`config.mk`:
```
export PLATFORM = sky130hd
export DESIGN_NAME = gpio_in_debounce_flat
export DESIGN_NICKNAME = d
export VERILOG_FILES = /design/src/rtl/gpio_pkg.sv /design/src/rtl/gpio_in_debounce_if.sv /design/src/rtl/debounce_bit.sv /design/src/rtl/gpio_in_debounce.sv /design/src/flat_wrapper.sv
export SDC_FILE = /design/constraint.sdc
export NUM_CORES = 1
export LEC_CHECK = 0
export ABC_AREA = 1
export BUFFER_PORTS_ARGS = -buffer_cell sky130_fd_sc_hd__buf_2
export CAP_MARGIN = 25
export CORE_MARGIN = 2
export CORE_UTILIZATION = 55
export DETAILED_ROUTE_END_ITERATION = 16
export PLACE_DENSITY_LB_ADDON = 0.25
export SLEW_MARGIN = 20
export SYNTH_ARGS = -nofsm -noshare
export SYNTH_HDL_FRONTEND = slang
export SYNTH_HIERARCHICAL = 1
export SYNTH_SLANG_ARGS = --single-unit
```
`constraint.sdc`:
```
create_clock -name clk -period 4 [get_ports clk]
set_input_delay 0.6 -clock clk [delete_from_list [all_inputs] [get_ports clk]]
set_output_delay 0.6 -clock clk [all_outputs]
set_load 0.01 [all_outputs]
```
`src/rtl/gpio_pkg.sv`:
```
// Shared constants for the GPIO input conditioning path.
package gpio_pkg;

    localparam int unsigned DEFAULT_STABLE_CYCLES = 1_000_000;
    localparam int unsigned CORE_CLK_HZ           = 50_000_000;
    localparam int unsigned GPIO_IN_WIDTH         = 16;

endpackage

```
`src/rtl/gpio_in_debounce_if.sv`:
```
// Switch-bank input bus: raw pins and interrupt control in, clean levels/pulses/pending out.
interface gpio_in_debounce_if
    import gpio_pkg::*;
#(
    parameter int unsigned WIDTH = GPIO_IN_WIDTH
);

    logic [WIDTH-1:0] raw_i;
    logic [WIDTH-1:0] irq_en_i;
    logic [WIDTH-1:0] irq_clear_i;
    logic [WIDTH-1:0] db_o;
    logic [WIDTH-1:0] rise_o;
    logic [WIDTH-1:0] fall_o;
    logic [WIDTH-1:0] pend_o;
    logic             irq_o;

    modport master (
        output raw_i, irq_en_i, irq_clear_i,
        input  db_o, rise_o, fall_o, pend_o, irq_o
    );

    modport slave (
        input  raw_i, irq_en_i, irq_clear_i,
        output db_o, rise_o, fall_o, pend_o, irq_o
    );

endinterface

```
`src/rtl/debounce_bit.sv`:
```
// One switch channel: two-flop synchroniser, stable-time counter, debounced level and edge pulses.
module debounce_bit
    import gpio_pkg::*;
#(
    parameter int unsigned STABLE_CYCLES = DEFAULT_STABLE_CYCLES
) (
    input  logic clk,
    input  logic reset,
    input  logic raw_i,
    output logic db_o,
    output logic rise_o,
    output logic fall_o
);

    localparam int unsigned     CNT_W   = $clog2(STABLE_CYCLES);
    localparam logic [CNT_W-1:0] CNT_MAX = CNT_W'(STABLE_CYCLES - 1);

    logic             sync1_q, sync1_d;
    logic             sync2_q, sync2_d;
    logic [CNT_W-1:0] cnt_q,   cnt_d;
    logic             db_q,    db_d;
    logic             rise_q,  rise_d;
    logic             fall_q,  fall_d;

    // Any return to the current level restarts the window, so short glitches never reach db.
    always_comb begin
        sync1_d = raw_i;
        sync2_d = sync1_q;
        cnt_d   = cnt_q;
        db_d    = db_q;
        rise_d  = 1'b0;
        fall_d  = 1'b0;
        if (sync2_q == db_q) begin
            cnt_d = '0;
        end else if (cnt_q == CNT_MAX) begin
            cnt_d  = '0;
            db_d   = sync2_q;
            rise_d = sync2_q;
            fall_d = ~sync2_q;
        end else begin
            cnt_d = cnt_q + CNT_W'(1);
        end
    end

    always_ff @(posedge clk or posedge reset) begin
        if (reset) begin
            sync1_q <= 1'b0;
            sync2_q <= 1'b0;
            cnt_q   <= '0;
            db_q    <= 1'b0;
            rise_q  <= 1'b0;
            fall_q  <= 1'b0;
        end else begin
            sync1_q <= sync1_d;
            sync2_q <= sync2_d;
            cnt_q   <= cnt_d;
            db_q    <= db_d;
            rise_q  <= rise_d;
            fall_q  <= fall_d;
        end
    end

    assign db_o   = db_q;
    assign rise_o = rise_q;
    assign fall_o = fall_q;

endmodule

```
`src/rtl/gpio_in_debounce.sv`:
```
// Switch-bank input conditioner: per-bit debounce plus sticky change-pending bits and one interrupt.
module gpio_in_debounce
    import gpio_pkg::*;
#(
    parameter int unsigned WIDTH         = GPIO_IN_WIDTH,
    parameter int unsigned STABLE_CYCLES = DEFAULT_STABLE_CYCLES
) (
    input  logic                 clk,
    input  logic                 reset,
    gpio_in_debounce_if.slave    bus
);

    logic [WIDTH-1:0] db_w;
    logic [WIDTH-1:0] rise_w;
    logic [WIDTH-1:0] fall_w;
    logic [WIDTH-1:0] set_c;
    logic [WIDTH-1:0] pend_q, pend_d;
    logic             irq_q,  irq_d;

    for (genvar i = 0; i < int'(WIDTH); i++) begin : g_bit
        debounce_bit #(
            .STABLE_CYCLES (STABLE_CYCLES)
        ) u_bit (
            .clk    (clk),
            .reset  (reset),
            .raw_i  (bus.raw_i[i]),
            .db_o   (db_w[i]),
            .rise_o (rise_w[i]),
            .fall_o (fall_w[i])
        );
    end

    // Set wins over a simultaneous clear; disabling a bit leaves its pending state alone.
    always_comb begin
        set_c  = (rise_w | fall_w) & bus.irq_en_i;
        pend_d = set_c | (pend_q & ~bus.irq_clear_i);
        irq_d  = |pend_d;
    end

    always_ff @(posedge clk or posedge reset) begin
        if (reset) begin
            pend_q <= '0;
            irq_q  <= 1'b0;
        end else begin
            pend_q <= pend_d;
            irq_q  <= irq_d;
        end
    end

    assign bus.db_o   = db_w;
    assign bus.rise_o = rise_w;
    assign bus.fall_o = fall_w;
    assign bus.pend_o = pend_q;
    assign bus.irq_o  = irq_q;

endmodule

```
`src/flat_wrapper.sv`:
```
// flat-port wrapper written by rule: the top's interface ports become plain ports
module gpio_in_debounce_flat import gpio_pkg::*;
#(
    parameter int unsigned WIDTH         = GPIO_IN_WIDTH,
    parameter int unsigned STABLE_CYCLES = DEFAULT_STABLE_CYCLES
)
  (clk, reset, bus_raw_i, bus_irq_en_i, bus_irq_clear_i, bus_db_o, bus_rise_o, bus_fall_o, bus_pend_o, bus_irq_o);
  gpio_in_debounce_if #(.WIDTH(WIDTH)) bus_i ();
  input  logic clk;
  input  logic reset;
  input wire logic [$bits(bus_i.raw_i)-1:0] bus_raw_i;
  input wire logic [$bits(bus_i.irq_en_i)-1:0] bus_irq_en_i;
  input wire logic [$bits(bus_i.irq_clear_i)-1:0] bus_irq_clear_i;
  output wire logic [$bits(bus_i.db_o)-1:0] bus_db_o;
  output wire logic [$bits(bus_i.rise_o)-1:0] bus_rise_o;
  output wire logic [$bits(bus_i.fall_o)-1:0] bus_fall_o;
  output wire logic [$bits(bus_i.pend_o)-1:0] bus_pend_o;
  output wire logic [$bits(bus_i.irq_o)-1:0] bus_irq_o;
  assign bus_i.raw_i = bus_raw_i;
  assign bus_i.irq_en_i = bus_irq_en_i;
  assign bus_i.irq_clear_i = bus_irq_clear_i;
  assign bus_db_o = bus_i.db_o;
  assign bus_rise_o = bus_i.rise_o;
  assign bus_fall_o = bus_i.fall_o;
  assign bus_pend_o = bus_i.pend_o;
  assign bus_irq_o = bus_i.irq_o;
  gpio_in_debounce #(.WIDTH(WIDTH), .STABLE_CYCLES(STABLE_CYCLES)) u_core (.clk(clk), .reset(reset), .bus(bus_i));
endmodule
```
==> impl_table.tex, run 1 <==
\begin{tabular}{lr}
\hline
Metric & Value \\
\hline
\multicolumn{2}{l}{\textbf{Run status}} \\
Result of the run & finished clean \\
\multicolumn{2}{l}{\textbf{Worst setup path}} \\
Crit. End Element & output pin \\
Worst path buffer plus inverter count & 1 \\
Critical register-to-register path endpoint & u\_core/g\_bit[7].u\_bit/cnt\_q[11]\$\_DFF\_PP0\_ \\
Arrival time at the worst endpoint & approximately 1.2 ns \\
Kind of start point of the critical path & register \\
CP Max Fanout & 2 \\
Critical Path Source & u\_core/bus.pend\_o[15]\$\_DFF\_PP0\_ \\
Worst reg-to-reg setup slack & between 2 and 2.5 ns \\
Critical path's slowest cell & sky130\_fd\_sc\_hd\_\_dfrtp\_1 \\
Required time reported for the critical path endpoint & 3.40 ns \\
CP Cell Sequence & buf\_2 \\
Category of the critical setup timing path & register to output pin \\
Path depth of the worst reg2reg path & 6 \\
Reg-to-Reg Start & u\_core/g\_bit[7].u\_bit/db\_o\$\_DFFE\_PP0P\_ \\
Delay of the slowest cell on the worst path & between 0.4 and 0.5 ns \\
Family with the most delay on the worst path & flip-flops \\
\multicolumn{2}{l}{\textbf{Global routing}} \\
Total overflow reported by the global router & 0 \\
Total Routing Usage GR & 0.233 \\
Number of antenna violations at the first check in global routing & 0 \\
Largest net degree at the start of global routing & 26 \\
Vias in the first global route & approximately 17000 \\
Wire length of the first global-routing pass & 80.6 mm \\
\multicolumn{2}{l}{\textbf{Synth}} \\
Top area cells in the synthesized netlist & sky130\_fd\_sc\_hd\_\_dfrtp\_1 (47\%), sky130\_fd\_sc\_hd\_\_nor2\_1 (10\%), sky130\_fd\_sc\_hd\_\_nand2\_1 (7.4\%) \\
Share of Yosys cell area claimed by the top area cell type & 0.473 \\
Total of flip-flops plus latches after synthesis & 417 \\
Post-Syn Area per Cell & about 8 sq um \\
Async set or reset register ratio after synthesis & 1.00 \\
Number of distinct library cells after synthesis & 24 \\
Gate count of the mapped netlist & between 2000 and 3000 \\
Synth warn & 6 \\
Synth Flop Type & sky130\_fd\_sc\_hd\_\_dfrtp\_1 \\
Number of nets produced by synthesis & 2754 \\
Number of enable-type register cells in the synthesized netlist & 0 \\
Cell type with the highest aggregate area in the netlist & sky130\_fd\_sc\_hd\_\_dfrtp\_1 \\
Post-Syn Area & approximately 22000 sq um \\
Part of the Yosys area used for sequential elements & 0.473 \\
\multicolumn{2}{l}{\textbf{Placement}} \\
Final estimated routing congestion in global placement & between 0.9 and 1 \\
IO Port Bufs & between 100 and 150 \\
HPWL after detailed placement & approximately 34 mm \\
\multicolumn{2}{l}{\textbf{Detailed routing}} \\
Met1 Routed Length & around 22 mm \\
Number of detailed-routing iterations run before antenna repair & 5 \\
Total wirelength of the detailed-routed design & between 40 and 50 mm \\
Mean number of vias per cell & slightly above 5 \\
Top layer in use & met4 \\
Met2 Routed Length & roughly 22 mm \\
DRT antenna net count & 0 \\
Number of DRC markers in iteration 0 & just under 1000 \\
Met3 routed WL & around 1.9 mm \\
Routed wire per std cell & roughly 14 microns \\
Via count & 17600 \\
Number of remaining DRC errors & 0 \\
\multicolumn{2}{l}{\textbf{STA}} \\
Clk\_skew & 0.0188 ns \\
Number of max-slew violations in the final report & 0 \\
Maximum frequency from static timing analysis & between 0.5 and 0.6 GHz \\
Final setup vio count & 0 \\
Minimum clock period after layout & about 1.8 ns \\
Worst-Margin Slew & 0.805 ns \\
Final Hold Fails & 0 \\
Final sum of negative setup slack & 0 ns \\
Final period utilization & 0.451 \\
Tightest slew margin relative to the limit & 0.463 \\
Min Hold Slack & between 0.1 and 0.15 ns \\
Unrepaired setup endpoints after global routing & false \\
\multicolumn{2}{l}{\textbf{Clock network}} \\
Setup Buffers After CTS & 0 \\
Number of buffers inserted by hold repair at cts & 0 \\
TritonCTS clock tree & done \\
Clk\_lat worst skew & around 0.57 ns \\
Buffers from clock root to sink, at most & 3 \\
H-tree depth & 2 \\
Clock slew at the register clock pins of the worst setup and hold paths & 0.06 ns \\
Library cell used as clock root buffer & sky130\_fd\_sc\_hd\_\_clkbuf\_16 \\
Clk sink count & between 400 and 500 \\
TritonCTS buffer count & 46 \\
Post-cts sizing count & 0 \\
\multicolumn{2}{l}{\textbf{Floorplanning}} \\
Core Region & roughly 40000 sq um \\
Starting utilization of the core area & 0.557 \\
I/O pin total & between 100 and 150 \\
Number of cell rows & 73 \\
Overall die width & slightly above 200 microns \\
Die outline area & roughly 42000 sq um \\
Die Height & a little over 200 microns \\
\multicolumn{2}{l}{\textbf{Cells and area}} \\
Final core utilization & 0.634 \\
Fraction of layout instances using a drive strength above 1 & 0.198 \\
Layout filler cell count & about 3400 \\
Post-synthesis to final-layout area growth & 13.9\% \\
Antenna diodes & 0 \\
\# nets final & between 2000 and 3000 \\
\multicolumn{2}{l}{\textbf{Power}} \\
Maximum vdd drop & 0.000316 V \\
Total leakage power & 0.0110 uW \\
Power per Cell Area & 355 nW/um\^{}2 \\
\multicolumn{2}{l}{\textbf{Run}} \\
Max-cap check violation count & 0 \\
\multicolumn{2}{l}{\textbf{Min path}} \\
Worst hold path startpoint & bus\_raw\_i[8] \\
Min-Delay Path Depth & 1 \\
Kind of path behind the tightest hold check & input port to register \\
Terminating pin of the worst hold path & u\_core/g\_bit[8].u\_bit/sync1\_q\$\_DFF\_PP0\_ \\
\hline
\end{tabular}
## synthesized netlist by cell type (all sizes together) (32+ instances only)
master	count
a21oi	48
dfrtp	417
inv	289
nand2	515
nand3	192
nand4	64
nor2	794
nor3	80
nor3b	32
o21ai	81
xnor2	32
xor2	112
## state kept, by name, summed over array words and instances, names as in the netlist
signal and flops:
u_core/g_bit.u_bit/cnt_q 320, u_core/g_bit.u_bit/sync2_q 16, u_core/g_bit.u_bit/sync1_q 16, u_core/g_bit.u_bit/db_o 16, u_core/bus.pend_o 16, u_core/bus.irq_o 1
u_core/g_bit.u_bit/rise_o 16, u_core/g_bit.u_bit/fall_o 16
## how the worst max path moves through the flow
stage,depth (start not counted),endpoint
4_1_cts,1,bus_pend_o[15]
3_5_place_dp,2,u_core/g_bit[3].u_bit/rise_o$_DFF_PP0_
3_3_place_gp,2,u_core/g_bit[2].u_bit/cnt_q[5]$_DFF_PP0_
2_1_floorplan,6,u_core/g_bit[0].u_bit/cnt_q[5]$_DFF_PP0_
5_1_grt,1,bus_db_o[7]
6_report,1,bus_pend_o[15]
## metal layers
metal,up-vias,global-route usage
li1,8887,-
met1,8284,0.317
met2,333,0.386
met3,82,0.0303
met4,0,0.0761
met5,-,0
## logic make-up (layout without fill, tap and decap cells)
group / count (synthesis) / in the layout / synth area share
compound gates: 129 / 129 / 0.0293
buf+inv: 289 / 502 / 0.0492
fa+ha+maj: 16 / 16 / 0.00907
xor+xnor: 144 / 144 / 0.0572
simple gates: 1693 / 1693 / 0.382
flops: 417 / 417 / 0.473
## placed cells by master, fill, tap and decap left out, types with 4 or more instances in the layout
cell	n
sky130_fd_sc_hd__nand3_2	16
sky130_fd_sc_hd__nor3_1	64
sky130_fd_sc_hd__clkbuf_1	9
sky130_fd_sc_hd__ha_1	16
sky130_fd_sc_hd__nor3b_1	16
sky130_fd_sc_hd__inv_2	16
sky130_fd_sc_hd__nor2_1	586
sky130_fd_sc_hd__nand2_1	434
sky130_fd_sc_hd__nor3b_2	16
sky130_fd_sc_hd__o21ai_0	32
sky130_fd_sc_hd__clkinv_2	11
sky130_fd_sc_hd__nand2_2	65
sky130_fd_sc_hd__o21ai_1	49
sky130_fd_sc_hd__nor3_2	16
sky130_fd_sc_hd__nand3_4	16
sky130_fd_sc_hd__nand3b_1	16
sky130_fd_sc_hd__bufinv_16	4
sky130_fd_sc_hd__nand3_1	160
sky130_fd_sc_hd__buf_8	12
sky130_fd_sc_hd__nor2_2	176
sky130_fd_sc_hd__xor2_1	112
sky130_fd_sc_hd__a21oi_1	48
sky130_fd_sc_hd__buf_16	4
sky130_fd_sc_hd__dfrtp_1	417
sky130_fd_sc_hd__nand4_1	64
sky130_fd_sc_hd__inv_1	271
sky130_fd_sc_hd__clkbuf_8	10
sky130_fd_sc_hd__buf_2	114
sky130_fd_sc_hd__nor2_4	32
sky130_fd_sc_hd__clkbuf_16	47
sky130_fd_sc_hd__nand2_4	16
sky130_fd_sc_hd__xnor2_1	32
## power by group
part | internal, uW | switching (uW)
clock network | 2590 | 1690
registers | 4270 | 39.1
logic | 98.1 | 224
total | 6970 | 1960
## metrics by stage
| step | total power [uW] | setup WS, ns | cells | cell area [sq um] |
|---|---|---|---|---|
| 3_5_place_dp | 4680 | 2.17 | 3327 | 23300 |
| 4_1_cts | 9020 | 2.18 | 3410 | 24800 |
| 2_1_floorplan | 4580 | 2.74 | 2688 | 22100 |
| 3_3_place_gp | 4670 | 2.24 | 3327 | 23300 |
| 5_1_grt | 9280 | 2.18 | 3426 | 25100 |
| 6_report | 8920 | 2.20 | 3426 | 25100 |
## area by class of cell
cell class              instances  area [sq um]  share of cell area
clock buffers                  66          1350              0.0536
clock inverters                17           193             0.00767
inverters                     289          1080              0.0432
multi-input cells            1982         10500               0.420
flip-flops and latches        417         10400               0.415
well taps                     525           657              0.0261
repair buffers                130           861              0.0343
Power figures use the tool's default switching activity.
==> run 2, diff against run 1 <==
- clock period: 4 -> 1.6 ns (I/O delays scaled with it)
==> run 2 against run 1 <==
- first-iteration DRC count is 0.92% lower
- combinational power grew to 2.7 times the previous value
- critical path depth is 2 higher
- core utilization is 1.0 points higher
- die area stayed put
- non-clock buffer count is 63 higher
- via count is 1.8% higher
- register-to-register slack worse by 2.4 ns
- critical endpoint is now u_core/bus.pend_o[6]$_DFF_PP0_
- hold slack worse by 0.13 ns
- global-route usage is 0.48 points higher
==> impl_table.tex, run 2 (synthesis results as in run 1) <==
\begin{tabular}{lr}
\hline
Metric & Value \\
\hline
\multicolumn{2}{l}{\textbf{Run status}} \\
Result of the run & finished clean \\
\multicolumn{2}{l}{\textbf{Run}} \\
Max-cap check violation count & 0 (unchanged) \\
\multicolumn{2}{l}{\textbf{Detailed routing}} \\
Via count & 17900 (+1.8\%) \\
Number of DRC markers in iteration 0 & 964 (-0.92\%) \\
Number of detailed-routing iterations run before antenna repair & 5 (unchanged) \\
Total wirelength of the detailed-routed design & 47.8 mm (+1.5\%) \\
DRT antenna net count & 0 (unchanged) \\
Mean number of vias per cell & 5.13 (about the same) \\
Routed wire per std cell & 13.7 microns (-0.32\%) \\
Number of remaining DRC errors & 0 (unchanged) \\
\multicolumn{2}{l}{\textbf{STA}} \\
Final period utilization & 0.976 \\
Final Hold Fails & 0 (unchanged) \\
Number of max-slew violations in the final report & 0 (unchanged) \\
Unrepaired setup endpoints after global routing & false \\
Minimum clock period after layout & 1.56 ns \\
Final setup vio count & 0 (unchanged) \\
Tightest slew margin relative to the limit & 0.588 (+0.126) \\
Final sum of negative setup slack & 0 ns (unchanged) \\
Worst-Margin Slew & 0.617 ns (-0.187 ns) \\
Maximum frequency from static timing analysis & approximately 0.64 GHz \\
Min Hold Slack & 0.00222 ns (-0.134 ns) \\
Clk\_skew & 0.0221 ns (+0.00323 ns) \\
\multicolumn{2}{l}{\textbf{Clock network}} \\
Clock slew at the register clock pins of the worst setup and hold paths & 0.06 ns (about the same) \\
Library cell used as clock root buffer & sky130\_fd\_sc\_hd\_\_clkbuf\_16 \\
Clk\_lat worst skew & 0.58 ns (about the same) \\
TritonCTS clock tree & done \\
Clk sink count & 417 (unchanged) \\
Buffers from clock root to sink, at most & 3 (unchanged) \\
H-tree depth & 2 (unchanged) \\
TritonCTS buffer count & 46 (unchanged) \\
\multicolumn{2}{l}{\textbf{Worst setup path}} \\
Worst path buffer plus inverter count & 1 (unchanged) \\
Required time reported for the critical path endpoint & 2.06 ns (-1.34 ns) \\
Number of cells on the critical path & 3 (+2) \\
Crit. End Element & register \\
Arrival time at the worst endpoint & 2.03 ns (+0.83 ns) \\
CP Cell Sequence & o21ai\_1 > nand2\_1 > dlygate4sd3\_1 \\
Path depth of the worst reg2reg path & 3 (-3) \\
Category of the critical setup timing path & register to register \\
Critical path's slowest cell & sky130\_fd\_sc\_hd\_\_dlygate4sd3\_1 \\
CP Max Fanout & 2 (unchanged) \\
Family with the most delay on the worst path & buffers and inverters \\
Delay of the slowest cell on the worst path & 0.59 ns (+0.14 ns) \\
Kind of start point of the critical path & register \\
\multicolumn{2}{l}{\textbf{Cells and area}} \\
\# nets final & 2995 (+2.1\%) \\
Most frequent cells in the layout & sky130\_fd\_sc\_hd\_\_nor2\_1 (583), sky130\_fd\_sc\_hd\_\_nand2\_1 (434), sky130\_fd\_sc\_hd\_\_dfrtp\_1 (417), sky130\_fd\_sc\_hd\_\_inv\_1 (273), sky130\_fd\_sc\_hd\_\_nor2\_2 (177) \\
Post-synthesis to final-layout area growth & 15.7\% \\
Fraction of layout instances using a drive strength above 1 & 0.202 (+0.00471) \\
Most frequent standard cell in the layout excluding fill and tap cells & sky130\_fd\_sc\_hd\_\_nor2\_1 \\
Antenna diodes & 0 (unchanged) \\
Layout filler cell count & 3426 (+1.5\%) \\
Number of flip-flops in the largest register & 320 (unchanged) \\
Multi-input combinational cell area & 10600 sq um (+0.20\%) \\
Biggest register & u\_core/g\_bit.u\_bit/cnt\_q \\
Register cell area after layout & 10400 sq um (unchanged) \\
Final core utilization & 0.644 (+0.0104) \\
\multicolumn{2}{l}{\textbf{Floorplanning}} \\
Starting utilization of the core area & 0.557 (unchanged) \\
Die Height & 204 microns (unchanged) \\
Number of cell rows & 73 (unchanged) \\
Core Region & 39600 sq um (unchanged) \\
I/O pin total & 115 (unchanged) \\
Die outline area & 41700 sq um (unchanged) \\
Overall die width & 204 microns (unchanged) \\
\multicolumn{2}{l}{\textbf{Global routing}} \\
Wire length of the first global-routing pass & 82.0 mm (+1.6\%) \\
Number of antenna violations at the first check in global routing & 0 (unchanged) \\
Total overflow reported by the global router & 0 (unchanged) \\
Total Routing Usage GR & 0.237 (+0.00476) \\
Vias in the first global route & 17700 (+2.4\%) \\
Largest net degree at the start of global routing & 26 (unchanged) \\
\multicolumn{2}{l}{\textbf{Power}} \\
Maximum vdd drop & 0.000783 V (+150\%) \\
PnR Total Power & 22300 uW (+150\%) \\
Total leakage power & 0.0112 uW (+2.0\%) \\
Power per Cell Area & 874 nW/um\^{}2 (+150\%) \\
\multicolumn{2}{l}{\textbf{Min path}} \\
Min-Delay Path Depth & 3 (+2) \\
Kind of path behind the tightest hold check & input port to register \\
\multicolumn{2}{l}{\textbf{Placement}} \\
Final estimated routing congestion in global placement & 0.953 (+3.6\%) \\
HPWL after detailed placement & 34.7 mm (+1.2\%) \\
IO Port Bufs & 114 (unchanged) \\
\hline
\end{tabular}
## run 2: metrics by stage
step | worst slack (ns) | cell area [sq um] | cells
after floorplan | 0.341 | 22100 | 2688
after global placement | 0.115 | 23600 | 3367
after detailed placement | 0.0998 | 23600 | 3367
after CTS | 0.0704 | 25500 | 3487
after global routing | 0.00382 | 25500 | 3487
final | 0.0380 | 25500 | 3487
## run 2: cell type report
type | count | area share
Sequential cell | 417 | 0.409
Multi-Input combinational cell | 1982 | 0.414
Tap cell | 525 | 0.0257
Timing Repair Buffer | 193 | 0.0499
Clock buffer | 58 | 0.0485
Clock inverter | 23 | 0.0111
Inverter | 289 | 0.0425
## run 2: worst reg2reg max path: cells and delay by family, from the launching register on
family                 cells  cell delay [ns]
buffers and inverters      1             0.59
flip-flops                 1             0.38
AO/OA/AOI/OAI              1             0.32
AND/OR/NAND/NOR            1             0.16
## run 2: timing repair
| action | 4_1_cts | 5_1_grt |
|---|---|---|
| resized for setup | 0 | 6 |
| setup endpoints to repair | 0 | 9 |
| hold buffers | 39 | 0 |
| endpoints found under the hold margin | 158 | 0 |
| setup buffers | 0 | 0 |
## run 2: worst paths after layout
path                                                    startpoint  slack [ns]                                       to
setup / recovery            u_core/g_bit[6].u_bit/fall_o$_DFF_PP0_        0.04           u_core/bus.pend_o[6]$_DFF_PP0_
hold / removal                                    bus_irq_en_i[13]       0.002          u_core/bus.pend_o[13]$_DFF_PP0_
setup reg to reg            u_core/g_bit[6].u_bit/fall_o$_DFF_PP0_        0.04           u_core/bus.pend_o[6]$_DFF_PP0_
hold reg to reg            u_core/g_bit[0].u_bit/sync1_q$_DFF_PP0_        0.35  u_core/g_bit[0].u_bit/sync2_q$_DFF_PP0_
max in group asynchronous                                    reset        0.76           u_core/bus.pend_o[7]$_DFF_PP0_
min in group asynchronous                                    reset        0.46           u_core/bus.pend_o[1]$_DFF_PP0_
## run 2: metal layers
| layer | global-route usage | up-vias | wire length, microns | share of wire |
|---|---|---|---|---|
| met5 | 0 | - | 0 | 0 |
| met2 | 0.395 | 361 | 22700 | 0.47 |
| met1 | 0.316 | 8469 | 21600 | 0.45 |
| met4 | 0.0766 | 0 | 1310 | 0.027 |
| li1 | - | 8998 | - | - |
| met3 | 0.0416 | 69 | 2170 | 0.045 |
## run 2: power breakdown
| part | internal [uW] | switching [uW] |
|---|---|---|
| clock network | 6440 | 4250 |
| logic | 290 | 569 |
| registers | 10700 | 99.8 |
| total | 17400 | 4920 |
==> run 3, diff against run 2 <==
- SYNTH_HIERARCHICAL: 1 -> default
==> run 3 against run 2 <==
- clock-buffer cell count up 7
- sequential power about the same
- flip-flop and latch count did not move
- global-route usage fell by 0.83 points
- core utilization increased by 0.21 points
- clock power up 7%
- combinational power decreased by 3.8%
- cell area shrank 2.2%
- final cell count is 0.89% lower
- synthesized area is 2.4% lower
- power up 3.5%
- routed wire length shrank 5.7%
- highest routed layer is now met5
==> impl_table.tex, run 3 <==
\begin{tabular}{lr}
\hline
Metric & Value \\
\hline
\multicolumn{2}{l}{\textbf{STA}} \\
Worst-Margin Slew & 0.528 ns (-0.0895 ns) \\
Tightest slew margin relative to the limit & 0.644 (+0.0559) \\
Unrepaired setup endpoints after global routing & true \\
Min Hold Slack & 0.0337 ns (+0.0315 ns) \\
Final period utilization & 0.963 (-0.0128) \\
Final setup vio count & 0 (unchanged) \\
Number of max-slew violations in the final report & 0 (unchanged) \\
Final Hold Fails & 0 (unchanged) \\
Maximum frequency from static timing analysis & 0.649 GHz (+1.3\%) \\
Clk\_skew & 0.0166 ns (-0.00548 ns) \\
Final critical-path setup slack & 0.0585 ns (+0.0205 ns) \\
Final sum of negative setup slack & 0 ns (unchanged) \\
Minimum clock period after layout & 1.54 ns (-0.0205 ns) \\
\multicolumn{2}{l}{\textbf{Cells and area}} \\
Fraction of layout instances using a drive strength above 1 & 0.130 (-0.0719) \\
Post-synthesis to final-layout area growth & 16.0\% \\
Design area & 25000 sq um (-2.2\%) \\
Antenna diodes & 0 (unchanged) \\
\# nets final & 2969 (-0.87\%) \\
Most frequent cells in the layout & sky130\_fd\_sc\_hd\_\_nor2\_1 (735), sky130\_fd\_sc\_hd\_\_nand2\_1 (425), sky130\_fd\_sc\_hd\_\_dfrtp\_1 (417), sky130\_fd\_sc\_hd\_\_nand3\_1 (271), sky130\_fd\_sc\_hd\_\_inv\_1 (260) \\
Biggest register & u\_core.g\_bit.u\_bit.cnt\_q \\
Most frequent standard cell in the layout excluding fill and tap cells & sky130\_fd\_sc\_hd\_\_nor2\_1 \\
Final core utilization & 0.646 (+0.00206) \\
Number of flip-flops in the largest register & 320 (unchanged) \\
\multicolumn{2}{l}{\textbf{Placement}} \\
HPWL after detailed placement & 32.5 mm (-6.2\%) \\
Placed Instance Area & 22800 sq um (-3.5\%) \\
Post-Place Setup Slack & 0.0343 ns (-0.0655 ns) \\
IO Port Bufs & 114 (unchanged) \\
Final estimated routing congestion in global placement & 0.934 (-2.0\%) \\
\multicolumn{2}{l}{\textbf{Worst setup path}} \\
Arrival time at the worst endpoint & 2.03 ns (about the same) \\
Required time reported for the critical path endpoint & 2.09 ns (+0.03 ns) \\
Kind of start point of the critical path & register \\
Category of the critical setup timing path & register to register \\
Crit. End Element & register \\
CP Max Fanout & 6 (+4) \\
\multicolumn{2}{l}{\textbf{Detailed routing}} \\
Mean number of vias per cell & 5.13 (about the same) \\
Number of detailed-routing iterations run before antenna repair & 5 (unchanged) \\
Routed wire per std cell & 13.0 microns (-4.9\%) \\
Number of DRC markers in iteration 0 & 1088 (+13\%) \\
Total wirelength of the detailed-routed design & 45.1 mm (-5.7\%) \\
Number of remaining DRC errors & 0 (unchanged) \\
DRT antenna net count & 0 (unchanged) \\
Via count & 17700 (-0.94\%) \\
\multicolumn{2}{l}{\textbf{Run}} \\
Max-cap check violation count & 0 (unchanged) \\
\multicolumn{2}{l}{\textbf{Global routing}} \\
Largest net degree at the start of global routing & 76 (+190\%) \\
Total overflow reported by the global router & 0 (unchanged) \\
Number of antenna violations at the first check in global routing & 1 (+1) \\
Total Routing Usage GR & 0.229 (-0.00829) \\
Wire length of the first global-routing pass & 78.5 mm (-4.3\%) \\
Vias in the first global route & 17200 (-2.6\%) \\
\multicolumn{2}{l}{\textbf{Floorplanning}} \\
Starting utilization of the core area & 0.557 (about the same) \\
Die Height & 202 microns (-1.2\%) \\
Die outline area & 40700 sq um (-2.4\%) \\
Overall die width & 202 microns (-1.2\%) \\
Core Region & 38600 sq um (-2.5\%) \\
I/O pin total & 115 (unchanged) \\
Number of cell rows & 72 (-1.4\%) \\
\multicolumn{2}{l}{\textbf{Clock network}} \\
TritonCTS clock tree & done \\
H-tree depth & 2 (unchanged) \\
Clk sink count & 417 (unchanged) \\
Clk\_lat worst skew & 0.57 ns (about the same) \\
Library cell used as clock root buffer & sky130\_fd\_sc\_hd\_\_clkbuf\_16 \\
TritonCTS buffer count & 47 (+2.2\%) \\
Buffers from clock root to sink, at most & 3 (unchanged) \\
Clock slew at the register clock pins of the worst setup and hold paths & 0.06 ns (about the same) \\
\multicolumn{2}{l}{\textbf{Synth}} \\
Synth Flop Type & sky130\_fd\_sc\_hd\_\_dfrtp\_1 \\
Share of Yosys cell area claimed by the top area cell type & 0.485 (+0.0118) \\
Total of flip-flops plus latches after synthesis & 417 (unchanged) \\
Most numerous cell in the Yosys netlist & sky130\_fd\_sc\_hd\_\_nor2\_1 \\
Synth warn & 0 (-6) \\
Number of enable-type register cells in the synthesized netlist & 0 (unchanged) \\
Number of distinct library cells after synthesis & 33 (+38\%) \\
Cell type with the highest aggregate area in the netlist & sky130\_fd\_sc\_hd\_\_dfrtp\_1 \\
Post-Syn Area per Cell & 7.94 sq um (-3.3\%) \\
Number of nets produced by synthesis & 2777 (+0.84\%) \\
Top cell types by occurrence after synthesis & sky130\_fd\_sc\_hd\_\_nor2\_1 (740), sky130\_fd\_sc\_hd\_\_nand2\_1 (428), sky130\_fd\_sc\_hd\_\_dfrtp\_1 (417) \\
Top area cells in the synthesized netlist & sky130\_fd\_sc\_hd\_\_dfrtp\_1 (48\%), sky130\_fd\_sc\_hd\_\_nor2\_1 (13\%), sky130\_fd\_sc\_hd\_\_nand2\_1 (7.5\%) \\
Gate count of the mapped netlist & 2711 (+0.86\%) \\
Post-Syn Area & 21500 sq um (-2.4\%) \\
Async set or reset register ratio after synthesis & 1.00 (unchanged) \\
Part of the Yosys area used for sequential elements & 0.485 (+0.0118) \\
\multicolumn{2}{l}{\textbf{Min path}} \\
Kind of path behind the tightest hold check & input port to register \\
\multicolumn{2}{l}{\textbf{Power}} \\
Power per Cell Area & 926 nW/um\^{}2 (+5.9\%) \\
Maximum vdd drop & 0.00114 V (+46\%) \\
Total leakage power & 0.0111 uW (-1.4\%) \\
\multicolumn{2}{l}{\textbf{Run status}} \\
Result of the run & finished clean \\
\hline
\end{tabular}
## run 3: what timing repair did
item,4_1_cts,5_1_grt
endpoints found under the setup margin,0,98
buffers inserted,0,2
hold buffers,43,0
gates resized for setup,0,23
hold endpoints to repair,311,0
## run 3: critical path: stages (launching register included)
cell	delay [ns]
sky130_fd_sc_hd__dfrtp_1	0.41
sky130_fd_sc_hd__ha_2	0.21
sky130_fd_sc_hd__nand2_2	0.08
sky130_fd_sc_hd__nor2_4	0.06
sky130_fd_sc_hd__nand2_2	0.09
sky130_fd_sc_hd__nor2_2	0.05
sky130_fd_sc_hd__a21oi_2	0.29
sky130_fd_sc_hd__inv_2	0.14
sky130_fd_sc_hd__nor2_2	0.14
## run 3: area by class of cell
type | instances | area (sq um)
Clock buffer | 65 | 1370
Clock inverter | 19 | 304
Fill cell | 3227 | 13700
Inverter | 267 | 1010
Multi-Input combinational cell | 1970 | 9780
Sequential cell | 417 | 10400
Tap cell | 518 | 648
Timing Repair Buffer | 200 | 1440
## run 3: final timing paths
check	start	to	depth (start not counted)	slack (ns)
hold / removal	bus_irq_clear_i[6]	u_core.bus.pend_o[6]$_DFF_PP0_	2	0.03
hold reg to reg	u_core.g_bit[2].u_bit.sync1_q$_DFF_PP0_	u_core.g_bit[2].u_bit.sync2_q$_DFF_PP0_	0	0.35
setup reg to reg	u_core.g_bit[2].u_bit.cnt_q[0]$_DFF_PP0_	u_core.g_bit[2].u_bit.cnt_q[0]$_DFF_PP0_	8	0.06
setup / recovery	u_core.g_bit[2].u_bit.cnt_q[0]$_DFF_PP0_	u_core.g_bit[2].u_bit.cnt_q[0]$_DFF_PP0_	8	0.06
max in group asynchronous	reset	u_core.g_bit[12].u_bit.cnt_q[14]$_DFF_PP0_	5	0.71
min in group asynchronous	reset	u_core.g_bit[6].u_bit.cnt_q[19]$_DFF_PP0_	4	0.30
## run 3: cell families after synthesis
family	Yosys count	synth area share
compound gates	104	0.0248
xor+xnor	163	0.0663
fa+ha+maj	16	0.00930
buf+inv	324	0.0652
flops	417	0.485
simple gates	1687	0.350
## run 3: metal layers
| metal | global-route usage | vias up | share of wire |
|---|---|---|---|
| li1 | - | 8904 | - |
| met1 | 0.308 | 8357 | 0.46 |
| met2 | 0.380 | 384 | 0.47 |
| met3 | 0.0332 | 81 | 0.046 |
| met4 | 0.0822 | 2 | 0.027 |
| met5 | 0 | - | 0.00027 |
## run 3: through the flow
stage	instances	power [uW]
CTS	3454	23400
detailed placement	3327	11800
global route	3456	24000
global placement	3327	11700
floorplan	2711	11400
finish	3456	23100
## run 3: report_power, final
part | total, uW | leakage, uW | switching (uW) | internal, uW
registers | 10800 | 0.00571 | 115 | 10700
clock network | 11500 | 0.000820 | 4250 | 7240
logic | 826 | 0.00453 | 517 | 309
total | 23100 | 0.0111 | 4890 | 18200
